File: src/rtl/frequency_meter_if.sv
// ---------------------------------------------------------------------------
// frequency_meter_if
//
// Purpose: groups the measurement control input, the signal under test and
// the measurement results of frequency_meter into one bundle.
//
// Parameters:
//   WIDTH     - width of the period / high-time results
//
// Signals:
//   en        - measurement enable (level)
//   sig_in    - asynchronous signal being measured
//   period    - last measured period in clk cycles
//   valid     - one-cycle pulse when period (and high_time) update
//   locked    - high while back-to-back measurements are being produced
//   timeout   - one-cycle pulse when no rising edge arrived in counter range
//   high_time - high cycles of the last period (only with FREQ_METER_DUTY_EN)
//
// Modports:
//   master    - the user of the meter (drives en/sig_in, reads results)
//   slave     - the meter itself
// ---------------------------------------------------------------------------
interface frequency_meter_if #(
    parameter int WIDTH = 24
) ();

    logic             en;
    logic             sig_in;
    logic [WIDTH-1:0] period;
    logic             valid;
    logic             locked;
    logic             timeout;
`ifdef FREQ_METER_DUTY_EN
    logic [WIDTH-1:0] high_time;
`endif

    modport master (
        output en,
        output sig_in,
        input  period,
        input  valid,
        input  locked,
        input  timeout
`ifdef FREQ_METER_DUTY_EN
        ,
        input  high_time
`endif
    );

    modport slave (
        input  en,
        input  sig_in,
        output period,
        output valid,
        output locked,
        output timeout
`ifdef FREQ_METER_DUTY_EN
        ,
        output high_time
`endif
    );

endinterface

File: src/rtl/frequency_meter.sv
// ---------------------------------------------------------------------------
// frequency_meter
//
// Purpose: measures the period (and optionally the high time) of a slow,
// asynchronous square wave in cycles of the system clock. The input is
// synchronized, rising edges are detected, and the number of clk cycles
// between consecutive rising edges is reported.
//
// Optional feature: define FREQ_METER_DUTY_EN to add the high_time result
// and the high-cycle counter behind it.
//
// Parameters:
//   WIDTH       - counter / result width; longest period is 2^WIDTH-1
//   SYNC_STAGES - synchronizer depth for sig_in (2 or more)
//
// Ports:
//   clk  - system clock, rising edge
//   rst  - asynchronous active-low reset
//   bus  - frequency_meter_if.slave: en, sig_in in; period, valid, locked,
//          timeout (and high_time) out
// ---------------------------------------------------------------------------
module frequency_meter #(
    parameter int WIDTH       = 24,
    parameter int SYNC_STAGES = 2
) (
    input  logic               clk,
    input  logic               rst,
    frequency_meter_if.slave   bus
);

    typedef enum logic [1:0] {
        IDLE,
        ARM,
        MEAS
    } state_t;

    // Last count value before the counter would overflow the result range:
    // at cnt == 2^WIDTH-2 a rise would report 2^WIDTH-1, anything later
    // cannot be represented.
    localparam logic [WIDTH-1:0] CNT_LAST = {{(WIDTH-1){1'b1}}, 1'b0};
    localparam logic [WIDTH-1:0] CNT_ONE  = {{(WIDTH-1){1'b0}}, 1'b1};

    logic [SYNC_STAGES-1:0] sync_q;
    logic                   s;
    logic                   s_d;
    logic                   rise;

    state_t           state;
    logic [WIDTH-1:0] cnt;
    logic [WIDTH-1:0] period_q;
    logic             valid_q;
    logic             locked_q;
    logic             timeout_q;

`ifdef FREQ_METER_DUTY_EN
    logic [WIDTH-1:0] hcnt;
    logic [WIDTH-1:0] high_q;
`endif

    // Synchronizer plus one extra flop for edge detection. The whole path
    // has a fixed latency, so it shifts both edges of every interval equally
    // and never changes a measured length.
    always_ff @(posedge clk or negedge rst) begin
        if (!rst) begin
            sync_q <= '0;
            s_d    <= 1'b0;
        end else begin
            sync_q <= {sync_q[SYNC_STAGES-2:0], bus.sig_in};
            s_d    <= s;
        end
    end

    assign s    = sync_q[SYNC_STAGES-1];
    assign rise = s & ~s_d;

    // Measurement FSM. The first rise after arming only starts the counter;
    // each later rise closes a period. A rise seen at count c means c+1
    // cycles have elapsed since the previous rise. Dropping en has priority
    // over everything and discards a half-finished period without valid.
    // hcnt restarts at one on a rise because the rise cycle itself is the
    // first high cycle of the new period.
    always_ff @(posedge clk or negedge rst) begin
        if (!rst) begin
            state     <= IDLE;
            cnt       <= '0;
            period_q  <= '0;
            valid_q   <= 1'b0;
            locked_q  <= 1'b0;
            timeout_q <= 1'b0;
`ifdef FREQ_METER_DUTY_EN
            hcnt      <= '0;
            high_q    <= '0;
`endif
        end else begin
            valid_q   <= 1'b0;
            timeout_q <= 1'b0;
            if (!bus.en) begin
                state    <= IDLE;
                cnt      <= '0;
                locked_q <= 1'b0;
`ifdef FREQ_METER_DUTY_EN
                hcnt     <= '0;
`endif
            end else begin
                case (state)
                    IDLE: begin
                        cnt      <= '0;
                        locked_q <= 1'b0;
`ifdef FREQ_METER_DUTY_EN
                        hcnt     <= '0;
`endif
                        state    <= ARM;
                    end
                    ARM: begin
                        if (rise) begin
                            cnt   <= '0;
`ifdef FREQ_METER_DUTY_EN
                            hcnt  <= CNT_ONE;
`endif
                            state <= MEAS;
                        end
                    end
                    MEAS: begin
                        if (rise) begin
                            period_q <= cnt + CNT_ONE;
                            valid_q  <= 1'b1;
                            locked_q <= 1'b1;
                            cnt      <= '0;
`ifdef FREQ_METER_DUTY_EN
                            high_q   <= hcnt;
                            hcnt     <= CNT_ONE;
`endif
                        end else if (cnt == CNT_LAST) begin
                            timeout_q <= 1'b1;
                            locked_q  <= 1'b0;
                            cnt       <= '0;
`ifdef FREQ_METER_DUTY_EN
                            hcnt      <= '0;
`endif
                            state     <= ARM;
                        end else begin
                            cnt  <= cnt + CNT_ONE;
`ifdef FREQ_METER_DUTY_EN
                            hcnt <= hcnt + {{(WIDTH-1){1'b0}}, s};
`endif
                        end
                    end
                    default: begin
                        state <= IDLE;
                    end
                endcase
            end
        end
    end

    assign bus.period  = period_q;
    assign bus.valid   = valid_q;
    assign bus.locked  = locked_q;
    assign bus.timeout = timeout_q;
`ifdef FREQ_METER_DUTY_EN
    assign bus.high_time = high_q;
`endif

endmodule

File: src/flat_wrapper.sv
// flat-port wrapper written by rule: the top's interface ports become plain ports
module frequency_meter_flat 
#(
    parameter int WIDTH       = 24,
    parameter int SYNC_STAGES = 2
)
  (clk, rst, bus_en, bus_sig_in, bus_period, bus_valid, bus_locked, bus_timeout);
  frequency_meter_if #(.WIDTH(WIDTH)) bus_i ();
  input  logic clk;
  input  logic rst;
  input wire logic [$bits(bus_i.en)-1:0] bus_en;
  input wire logic [$bits(bus_i.sig_in)-1:0] bus_sig_in;
  output wire logic [$bits(bus_i.period)-1:0] bus_period;
  output wire logic [$bits(bus_i.valid)-1:0] bus_valid;
  output wire logic [$bits(bus_i.locked)-1:0] bus_locked;
  output wire logic [$bits(bus_i.timeout)-1:0] bus_timeout;
  assign bus_i.en = bus_en;
  assign bus_i.sig_in = bus_sig_in;
  assign bus_period = bus_i.period;
  assign bus_valid = bus_i.valid;
  assign bus_locked = bus_i.locked;
  assign bus_timeout = bus_i.timeout;
  frequency_meter #(.WIDTH(WIDTH), .SYNC_STAGES(SYNC_STAGES)) u_core (.clk(clk), .rst(rst), .bus(bus_i));
endmodule
File: config.mk
export PLATFORM = sky130hd
export DESIGN_NAME = frequency_meter_flat
export DESIGN_NICKNAME = d
export VERILOG_FILES = /design/src/rtl/frequency_meter_if.sv /design/src/rtl/frequency_meter.sv /design/src/flat_wrapper.sv
export SDC_FILE = /design/constraint.sdc
export NUM_CORES = 1
export LEC_CHECK = 0
export CORE_ASPECT_RATIO = 0.5
export CORE_UTILIZATION = 52
export CTS_CLUSTER_DIAMETER = 80
export DETAILED_ROUTE_END_ITERATION = 10
export MAX_ROUTING_LAYER = met4
export PLACE_DENSITY = 0.76
export SETUP_SLACK_MARGIN = 0.02
export SYNTH_ARGS = -nofsm -noshare
export SYNTH_HDL_FRONTEND = slang
export SYNTH_SLANG_ARGS = --single-unit
File: constraint.sdc
create_clock -name clk -period 2.27 [get_ports clk]
set_input_delay 0.227 -clock clk [delete_from_list [all_inputs] [get_ports clk]]
set_output_delay 0.227 -clock clk [all_outputs]
set_load 0.02 [all_outputs]
After elaboration in Yosys (flattened, before gate mapping)

Cells that the tools add are included.

Bits of input ports: 4
Logic and storage cells: 46
Register bits: 56
Output and inout bits: 27

Reduce and logical (&&, ||, !) cells: 5
$add $sub $neg: 1
Bitwise gates (word level): 2
Equality and inequality tests: 9
Muxes and demuxes: 21

Operators with widths:

| cell                    | count |
|---|---|
| $mux W24                | 4 |
| $pmux W24 S3            | 1 |
| $add A24 B1 Y24 const B | 1 |
| $eq A24 B24 Y1 const B  | 1 |
| $mux W1                 | 10 |
| $mux W2                 | 4 |
| $ne A3 B2 Y1 const B    | 2 |
| $pmux W2 S3             | 1 |
| $reduce_and A3 Y1       | 2 |
| $ne A4 B1 Y1 const B    | 1 |
| $ne A4 B2 Y1 const B    | 1 |
| $reduce_and A2 Y1       | 2 |
| $ne A3 B1 Y1 const B    | 1 |
| $ne A3 B3 Y1 const B    | 1 |
| $eq A2 B1 Y1 const B    | 1 |
| $eq A2 B2 Y1 const B    | 1 |
| $logic_not A2 Y1        | 1 |
| $pmux W1 S2             | 1 |
| $and A1 B1 Y1           | 1 |
| $not A1 Y1              | 1 |

Depth between registers and ports, before layout

Gate-level depths: netlist (run 1).

Depth after elaboration: 5
Depth in mapped cells: 8
Mapped depth without buffers: 7

Worst setup path before layout (run 1)

Ideal clock, no wire load.

Kind: reg-to-reg
Start: register u_core.state[0]
End: register u_core.cnt[18]
Clock period less this slack: 1.884 ns
Setup slack: 0.386 ns
Library setup time: 0.082 ns
Stages on the path, launching flop included: 7
Arrival: 1.803 ns
Data required time: 2.188 ns
Buffers on the path: 0
Cell sequence: dfrtp_1 -> inv_1 -> ha_1 -> nand3_1 -> a21oi_1 -> or3b_2 -> a31oi_1

Longest elaborated chain between the ends: 3
Elaborated cells on any way between the ends: 8
Those cells by class: eq/ne (4); mux (2); reduce/logical (2)

Ends and longest elaborated chain:

| item                                                 | line                   | RTL |
|---|---|---|
| from (decl)                                          | frequency_meter.sv:48  | `state_t state;` |
| from (signal assigned)                               | frequency_meter.sv:84  | `state <= IDLE;` |
| from (signal assigned)                               | frequency_meter.sv:98  | `state <= IDLE;` |
| from (signal assigned)                               | frequency_meter.sv:112 | `state <= ARM;` |
| $eq A2 B2 Y1 (tied with other cells)                 | frequency_meter.sv:105 | `case (state)` |
| $pmux W24 S3 (tied with other cells)                 | frequency_meter.sv:105 |  |
| $mux W24 / $reduce_and A2 Y1 (equally long branches) | --                     |  |
| to (signal assigned)                                 | frequency_meter.sv:142 | `cnt <= cnt + CNT_ONE;` |
| to (decl)                                            | frequency_meter.sv:49  | `logic [WIDTH-1:0] cnt;` |

Several ways; a longest one is shown, not always the timed one.
A chain may end at the register's enable or synchronous reset.

Worst setup path after layout (run 1)

Ends and elaborated chain as after synthesis.

==> results of run 1 <==
==> power breakdown <==
| part | total (µW) | internal (µW) | switching [µW] |
|---|---|---|---|
| clock | 666 | 334 | 332 |
| sequential | 1100 | 1060 | 43.5 |
| combinational | 506 | 194 | 311 |
| total | 2270 | 1590 | 687 |
==> worst paths after layout <==
check                                      start                to  slack, ns  depth (start not counted)
worst min-delay path                  bus_sig_in  u_core.sync_q[0]       0.34                          1
worst max register to register   u_core.state[0]    u_core.cnt[18]       0.22                          6
worst min register to register  u_core.sync_q[0]  u_core.sync_q[1]       0.36                          0
max in group asynchronous                    rst    u_core.cnt[17]       1.19                          3
min in group asynchronous                    rst    u_core.cnt[18]       0.42                          2
worst max-delay path             u_core.state[0]    u_core.cnt[18]       0.22                          6
==> cell families after synthesis <==
kind of cell               count (synthesis)
and+or+nand+nor                          110
AOI/OAI and AO/OA                         82
DFF                                       56
buffers and inverters                     27
xor gates and xnor gates                  18
adders and majority gates                  5
==> layout by cell type, fill, tap and decap left out, types with 12 or more instances in the layout <==
| master | netlist | final |
|---|---|---|
| a31oi_1 | 32 | 32 |
| buf_4 | 1 | 12 |
| clkdlybuf4s50_1 | 0 | 29 |
| dfrtp_1 | 56 | 56 |
| nand2_1 | 40 | 40 |
| nand3_1 | 12 | 12 |
| nor2_1 | 15 | 15 |
| o21ai_0 | 28 | 27 |
| xnor2_1 | 16 | 16 |
==> metrics by stage <==
stage / setup WS, ns / power [µW] / hold slack [ns] / utilization (%) / std cells
6_report: 0.220 / 2270 / 0.344 / 66.2 / 400
5_1_grt: 0.0464 / 2370 / 0.357 / 66.2 / 400
4_1_cts: 0.186 / 2280 / 0.339 / 66.0 / 400
3_5_place_dp: 0.193 / 1620 / 0.247 / 63.7 / 391
3_3_place_gp: 0.266 / 1600 / 0.245 / 63.7 / 391
2_1_floorplan: 0.386 / 1410 / -0.0686 / - / 298
==> timing repair <==
item | in CTS | in global routing
resized for setup | 0 | 2
setup endpoints to repair | 0 | 2
hold endpoints to repair | 22 | 0
hold buffers | 1 | 0
==> metal layers <==
| layer | track usage, % | up-vias | share of wire [%] |
|---|---|---|---|
| met4 | 7.18 | 0 | 0.81 |
| li1 | - | 1145 | - |
| met3 | 7.14 | 7 | 10 |
| met2 | 35.4 | 115 | 41 |
| met5 | - | - | 0 |
| met1 | 35.8 | 1159 | 48 |
==> area by class of cell <==
| class | instances | area, µm² |
|---|---|---|
| timing repair buffer | 43 | 395 |
| inverter | 8 | 30.0 |
| sequential | 56 | 1400 |
| tap | 70 | 87.6 |
| clock buffer | 6 | 72.6 |
| fill | 425 | 1710 |
| multi-input combinational | 215 | 1330 |
| clock inverter | 2 | 38.8 |
==> sequential cells by signal (all words and copies together), names as in the netlist <==
signal and cells:
u_core.bus.valid 1, u_core.state 2, u_core.cnt 24, u_core.bus.locked 1
u_core.s_d 1, u_core.bus.timeout 1, u_core.sync_q 2, u_core.bus.period 24
==> results list, run 1 <==
- Outcome: complete, no violations
* GR Overflow Total: 0
- Main area contributors after synthesis: dfrtp_1, a31oi_1, nand2_1
* Initial Util: 55.8%
- Most used flip-flop cell after synthesis: dfrtp_1
* Share of the clock period used by the worst path after layout: 90.3%
* Cell count after synthesis: 298
- For the worst setup path, the data arrival time is 2.29 ns.
- Fraction of the yosys area taken by sequential cells: 49.6%
* Number of buffers and inverters on the critical path: 1
- Worst slew pin tran: 0.553 ns
- The die covers 0.00575 mm².
- Slowest CP cell: or3b_2
* Routed via count: 2426
- Power Dens Cells: 678 mW/mm²
- Of the cells placed in the final design, the portion with a size suffix greater than 1 is 9.70%.
- For this run, the slowest stage of the critical path takes 0.47 ns.
- In the final design database the tool counted 338 nets.
- Pin count of the biggest net entering global routing: 39
- XOR/XNOR share of the synthesized area: 5.58%
- Leading cell types by count after synthesis: dfrtp_1, nand2_1, a31oi_1
- The die is 106 µm wide.
- Clock skew on the completed layout was measured at 0.0113 ns.
- The critical path in this run is classified as reg2reg.
- For this run, design rule violations remaining after detail routing come to 0.
* Root buffer cell: clkbuf_8
* Post-DR wirelength/cell: 16.4 µm
- Number of antenna violations at the first check in global routing: 0
- Highest achievable clock rate: 488 MHz
- Measured against the total synthesized area, the mux share comes to 0%.
* Overall track demand over capacity in global routing: 25.4%
- The number of global-route vias before repair is 2089.
- The core region is 0.00507 mm².
- Delay-heaviest family, CP: simple AND/OR/NAND/NOR gates
- Setup repair after global routing missed its margin: false
* Final count of pins violating max slew: 0
- Row Count: 18
* Most used standard cell by instance count after synthesis: dfrtp_1
* CTS sink count: 56
- The count of buffers added on input and output ports is 30.
- Of all cell types, the one taking the most synthesized area is dfrtp_1.
- H-tree Lvls: 2
- Setup total negative slack on the finished layout was measured at 0 ns.
* CTS clock-pin slew for the worst setup and hold paths: 0.11 ns
- DP HPWL: 4780 µm
* Syn. warnings: 0
- Area added between synthesis and finish: 18.7%
* Post-synthesis share of cell area spent on full adders, half adders and majority gates: 2.21%
- After the first detailed-routing iteration, the DRC count stood at 208.
* Main combinational cell family by area after synthesis: simple AND/OR/NAND/NOR gates
- Final std cell area, no fill: 0.00335 mm²
* Async set-reset flop share out of synthesis: 100%
* Fraction of the mapped netlist area in simple logic gates: 21.3%
* CP required: 2.51 ns
- After layout, the minimum clock period comes to 2.05 ns.
* Clock network latency to the later pin of the worst-skew pair: 0.32 ns
- The synthesized design contains 0 enable-type register cells.
- Compound-cell area share of the yosys netlist: 17.4%
- The tool flagged a number of max-cap violations equal to 0.
- TritonCTS buffer count: 5
- Diodes inserted: 0
* Max FO, Critical Path: 7
- Leakage power: 0.00134 µW
* Worst-path cell chain: inv_1 -> ha_1 -> nand3_1 -> a21oi_4 -> or3b_2 -> a31oi_1
* Mapped Nets: 307
- Headroom to the max-slew limit came out at 63.1%.
- Cell variety after synth: 42
* Worst setup SP type: register
- Using the TritonRoute via totals, the vias-per-cell ratio works out to 6.07.
* Global placement routability congestion: 0.897
- Kind of end point of the critical path: register
- The first global-routing pass estimated 10600 µm of wire.
* Final Hold Viols: 0
* Synthesis-stage register bit count: 56
- DRT antenna net count: 0
- Detailed-router iteration count before antenna repair: 5
- TritonCTS built the clock tree.
* Placement Cell Area: 0.00323 mm²
- Post-synthesis instance area: 0.00283 mm²
* Peak VDD IR: 0.000487 V
- In this run the deepest clock path goes through 2 buffers.
* Io pins: 31
- For this block, the routed nets add up to 6540 µm of wire.
- Setup violations remaining at the end of the flow were counted as 0.
- Synth top area share: 49.6%
- Y dimension of the die: 54.1 µm
- Class of the most critical hold timing path: in2reg
- Setup fix buffers added after clock tree synthesis: 0
* Average instance area after synthesis: 9.48 µm²
Note: power is estimated with default switching activity, not from simulation.
==> inputs of run 2 (changes only) <==
- CTS_CLUSTER_SIZE: default -> 40
==> results of run 2 <==
No change in the layout: final DEF, timing and power equal those of run 1.
==> inputs of run 3 (changes only) <==
--- a/config.mk
+++ b/config.mk
@@ -7,2 +7,3 @@
 export LEC_CHECK = 0
+export CAP_MARGIN = 20
 export CORE_ASPECT_RATIO = 0.5
==> constraint.sdc (replaced) <==
create_clock -name clk -period 2.27 [get_ports clk]
set_input_delay 0.3405 -clock clk [delete_from_list [all_inputs] [get_ports clk]]
set_output_delay 0.3405 -clock clk [all_outputs]
set_load 0.02 [all_outputs]
==> results list, run 3 (synthesis results as in run 1) <==
- Outcome: complete, no violations
- The cell count after placement came to 392 (+0.26%).
- The critical path is of the reg2reg type.
- Setup repair after global routing missed its margin: false
* Via/cell ratio: 5.96 (-1.8%)
- Number of standard cells in the layout, taps in and fillers out: 400 (unchanged)
- Final std cell area, no fill: 0.00335 mm² (about the same)
- Worst max-slew margin expressed relative to the limit: 59.2% (-3.9 points)
* Launch point of the critical path: u_core.cnt[15]
* Top library cells by usage in the layout, fill and taps aside: dfrtp_1, nand2_1, a31oi_1, clkdlybuf4s50_1, o21ai_0
* FF-to-FF setup slack: 0.16 ns (-0.06 ns)
- The total power density per cell area is 675 mW/mm² (-0.46%).
- Area of the multi-input gates: 0.00133 mm² (unchanged)
- The number of antenna violations at the first check in global routing is 0 (unchanged).
- In this run the critical register-to-register path is captured at u_core.cnt[0].
- The share of total power consumed by net switching is 29.7% (-0.53 points).
- CTS sink count: 56 (unchanged)
* Share of the core filled with cells in the final layout: 66.1% (about the same)
* CTS clock-pin slew for the worst setup and hold paths: 0.10 ns (about the same)
- The period utilization is 93.1% (+2.8 points).
- The mean routed wirelength per cell was 16.2 µm (-1.0%).
* Routed via count: 2383 (-1.8%)
- Clk buf depth: 2 (unchanged)
* Final count of pins violating max slew: 0 (unchanged)
- Peak VDD IR: 0.000465 V (-4.5%)
* Chip width: 106 µm (unchanged)
* Worst-case reg-to-reg path depth: 6 (unchanged)
- The source-to-sink clock delay at the later pin of the worst-skew pair is 0.31 ns (about the same).
- Row Count: 18 (unchanged)
* Diodes inserted: 0 (unchanged)
- The placed cell area is 0.00323 mm² (+0.23%).
- The number of primary I/O pins is 31 (unchanged).
- Max-capacitance violation count: 0 (unchanged)
* Class of the most critical hold timing path: in2async
- Vias in the first global route: 2041 (-2.3%)
* Initial Util: 55.8% (unchanged)
* Internal power summed over all cells: 1590 µW (+0.23%)
- CP required: 2.45 ns (-0.06 ns)
* Die ar.: 0.00575 mm² (unchanged)
* Setup fix buffers added after clock tree synthesis: 0 (unchanged)
- Number of nets in the finished design: 338 (unchanged)
- Max FO, Critical Path: 13 (+6)
* Worst setup SP type: register
- TritonCTS built the clock tree.
- The signal arrival time at the worst endpoint is 2.30 ns (about the same).
* Root buffer cell: clkbuf_8
* Kind of end point of the critical path: register
- Y dimension of the die: 54.1 µm (unchanged)
- Placeable Area: 0.00507 mm² (unchanged)
- Area added between synthesis and finish: 18.6% (about the same)
- The total congestion overflow is 0 (unchanged).
- The minimum clock period after layout was 2.11 ns (+0.0634 ns).
- # DRC: 0 (unchanged)
- Cts hold-fix bufs: 0 (-1)
- The number of inserted filler cells in the final layout was 431 (+1.4%).
* DRT antenna net count: 0 (unchanged)
- Leaving out fill and tap cells, the most frequent cell in the layout is dfrtp_1.
- Detailed-router iteration count before antenna repair: 5 (unchanged)
- The ratio of cells with drive above 1 in the final layout was 10.3% (+0.61 points).
* Worst reg2reg path startpoint: u_core.cnt[15]
- The slew at the pin with the worst max-slew slack came to 0.610 ns (+0.0563 ns).
- Highest achievable clock rate: 473 MHz (-3.0%)
- The wire length of the first global-routing pass is 10400 µm (-1.1%).
- The number of gates resized after cts came to 1 (+1).
- The number of DRC markers in iteration 0 came to 188 (-9.6%).
- The share of power burned in registers came to 48.5% (about the same).
- DP HPWL: 4630 µm (-3.1%)
* H-tree Lvls: 2 (unchanged)
* PnR Total Power: 2260 µW (-0.53%)
* Global placement routability congestion: 0.874 (-2.6%)
- Final Hold Viols: 0 (unchanged)
- The leakage power total was 0.00133 µW (-0.13%).
* Switching power total: 671 µW (-2.3%)
* Final-report setup violation count: 0 (unchanged)
- Number of buffers inserted by port buffering: 30 (unchanged)
- The maximum number of pins on one net before global-route repair is 39 (unchanged).
- Proportion of power drawn by the clock network: 28.8% (-0.5 points)
- Area used by sequential logic in the layout: 0.00140 mm² (unchanged)
* Overall track demand over capacity in global routing: 25.3% (-0.11 points)
- The total length of routed wires came to 6470 µm (-1.0%).
- The part of the power in combinational logic is 22.7% (+0.5 points).
- Total negative slack for setup checks: 0 ns (unchanged)
- The total clock buffers created by CTS was 5 (unchanged).
- The maximum clock skew at final layout came to 0.00989 ns (-0.00146 ns).
[run 3: changes by cell type in the layout (fill, tap and decap cells not counted)]
cell | previous run | this run
o21ai_4 | 0 | 1
clkbuf_1 | 1 | 0
o21ai_1 | 2 | 1
a21oi_2 | 0 | 1
a21oi_4 | 1 | 0
o21ai_2 | 2 | 1
dlygate4sd3_1 | 1 | 0
clkinv_2 | 0 | 1
clkinvlp_4 | 0 | 1
inv_6 | 1 | 0
buf_4 | 12 | 13
o21ai_0 | 27 | 28
[run 3: per-layer routing]
metal	up-vias	part of all wire, %	global-route usage, %
met5	-	0	-
met4	0	0.73	5.32
met3	9	8.6	4.72
met2	108	40	35.5
met1	1130	50	37.6
li1	1136	-	-
[run 3: worst max-delay path by stage]
stage	endpoint
after floorplan	u_core.cnt[18]
after global placement	u_core.cnt[9]
after detailed placement	u_core.cnt[0]
after CTS	u_core.cnt[0]
after global routing	u_core.cnt[21]
final	u_core.cnt[0]
[run 3: final cells by class]
class	instances	area share (%)
Tap cell	70	2.61
Clock inverter	3	1.27
Timing Repair Buffer	43	11.7
Multi-Input combinational cell	215	39.6
Inverter	8	0.896
Clock buffer	5	2.05
Sequential cell	56	41.8
[run 3: through the flow]
| step | setup WS [ns] | hold WS [ns] |
|---|---|---|
| final | 0.157 | 0.0216 |
| after global routing | 0.0299 | 0.0537 |
| after CTS | 0.181 | 0.0352 |
| after detailed placement | -0.0641 | 0.354 |
| after global placement | 0.0829 | 0.334 |
| after floorplan | 0.386 | 0.0449 |
[run 3: power by group through the flow]
stage,clock (µW),combinational (µW),sequential (µW)
detailed placement,0,496,1120
global route,696,565,1110
global placement,0,488,1110
CTS,664,512,1100
floorplan,0,237,1180
finish,652,513,1100
[run 3: worst max-delay path, cell delays in order, from the launching register on]
cell and delay [ns]:
dfrtp_1 0.53, nand4_1 0.22, nor4_4 0.51, a21oi_2 0.15, buf_4 0.21, nand2_1 0.24, o21ai_0 0.13
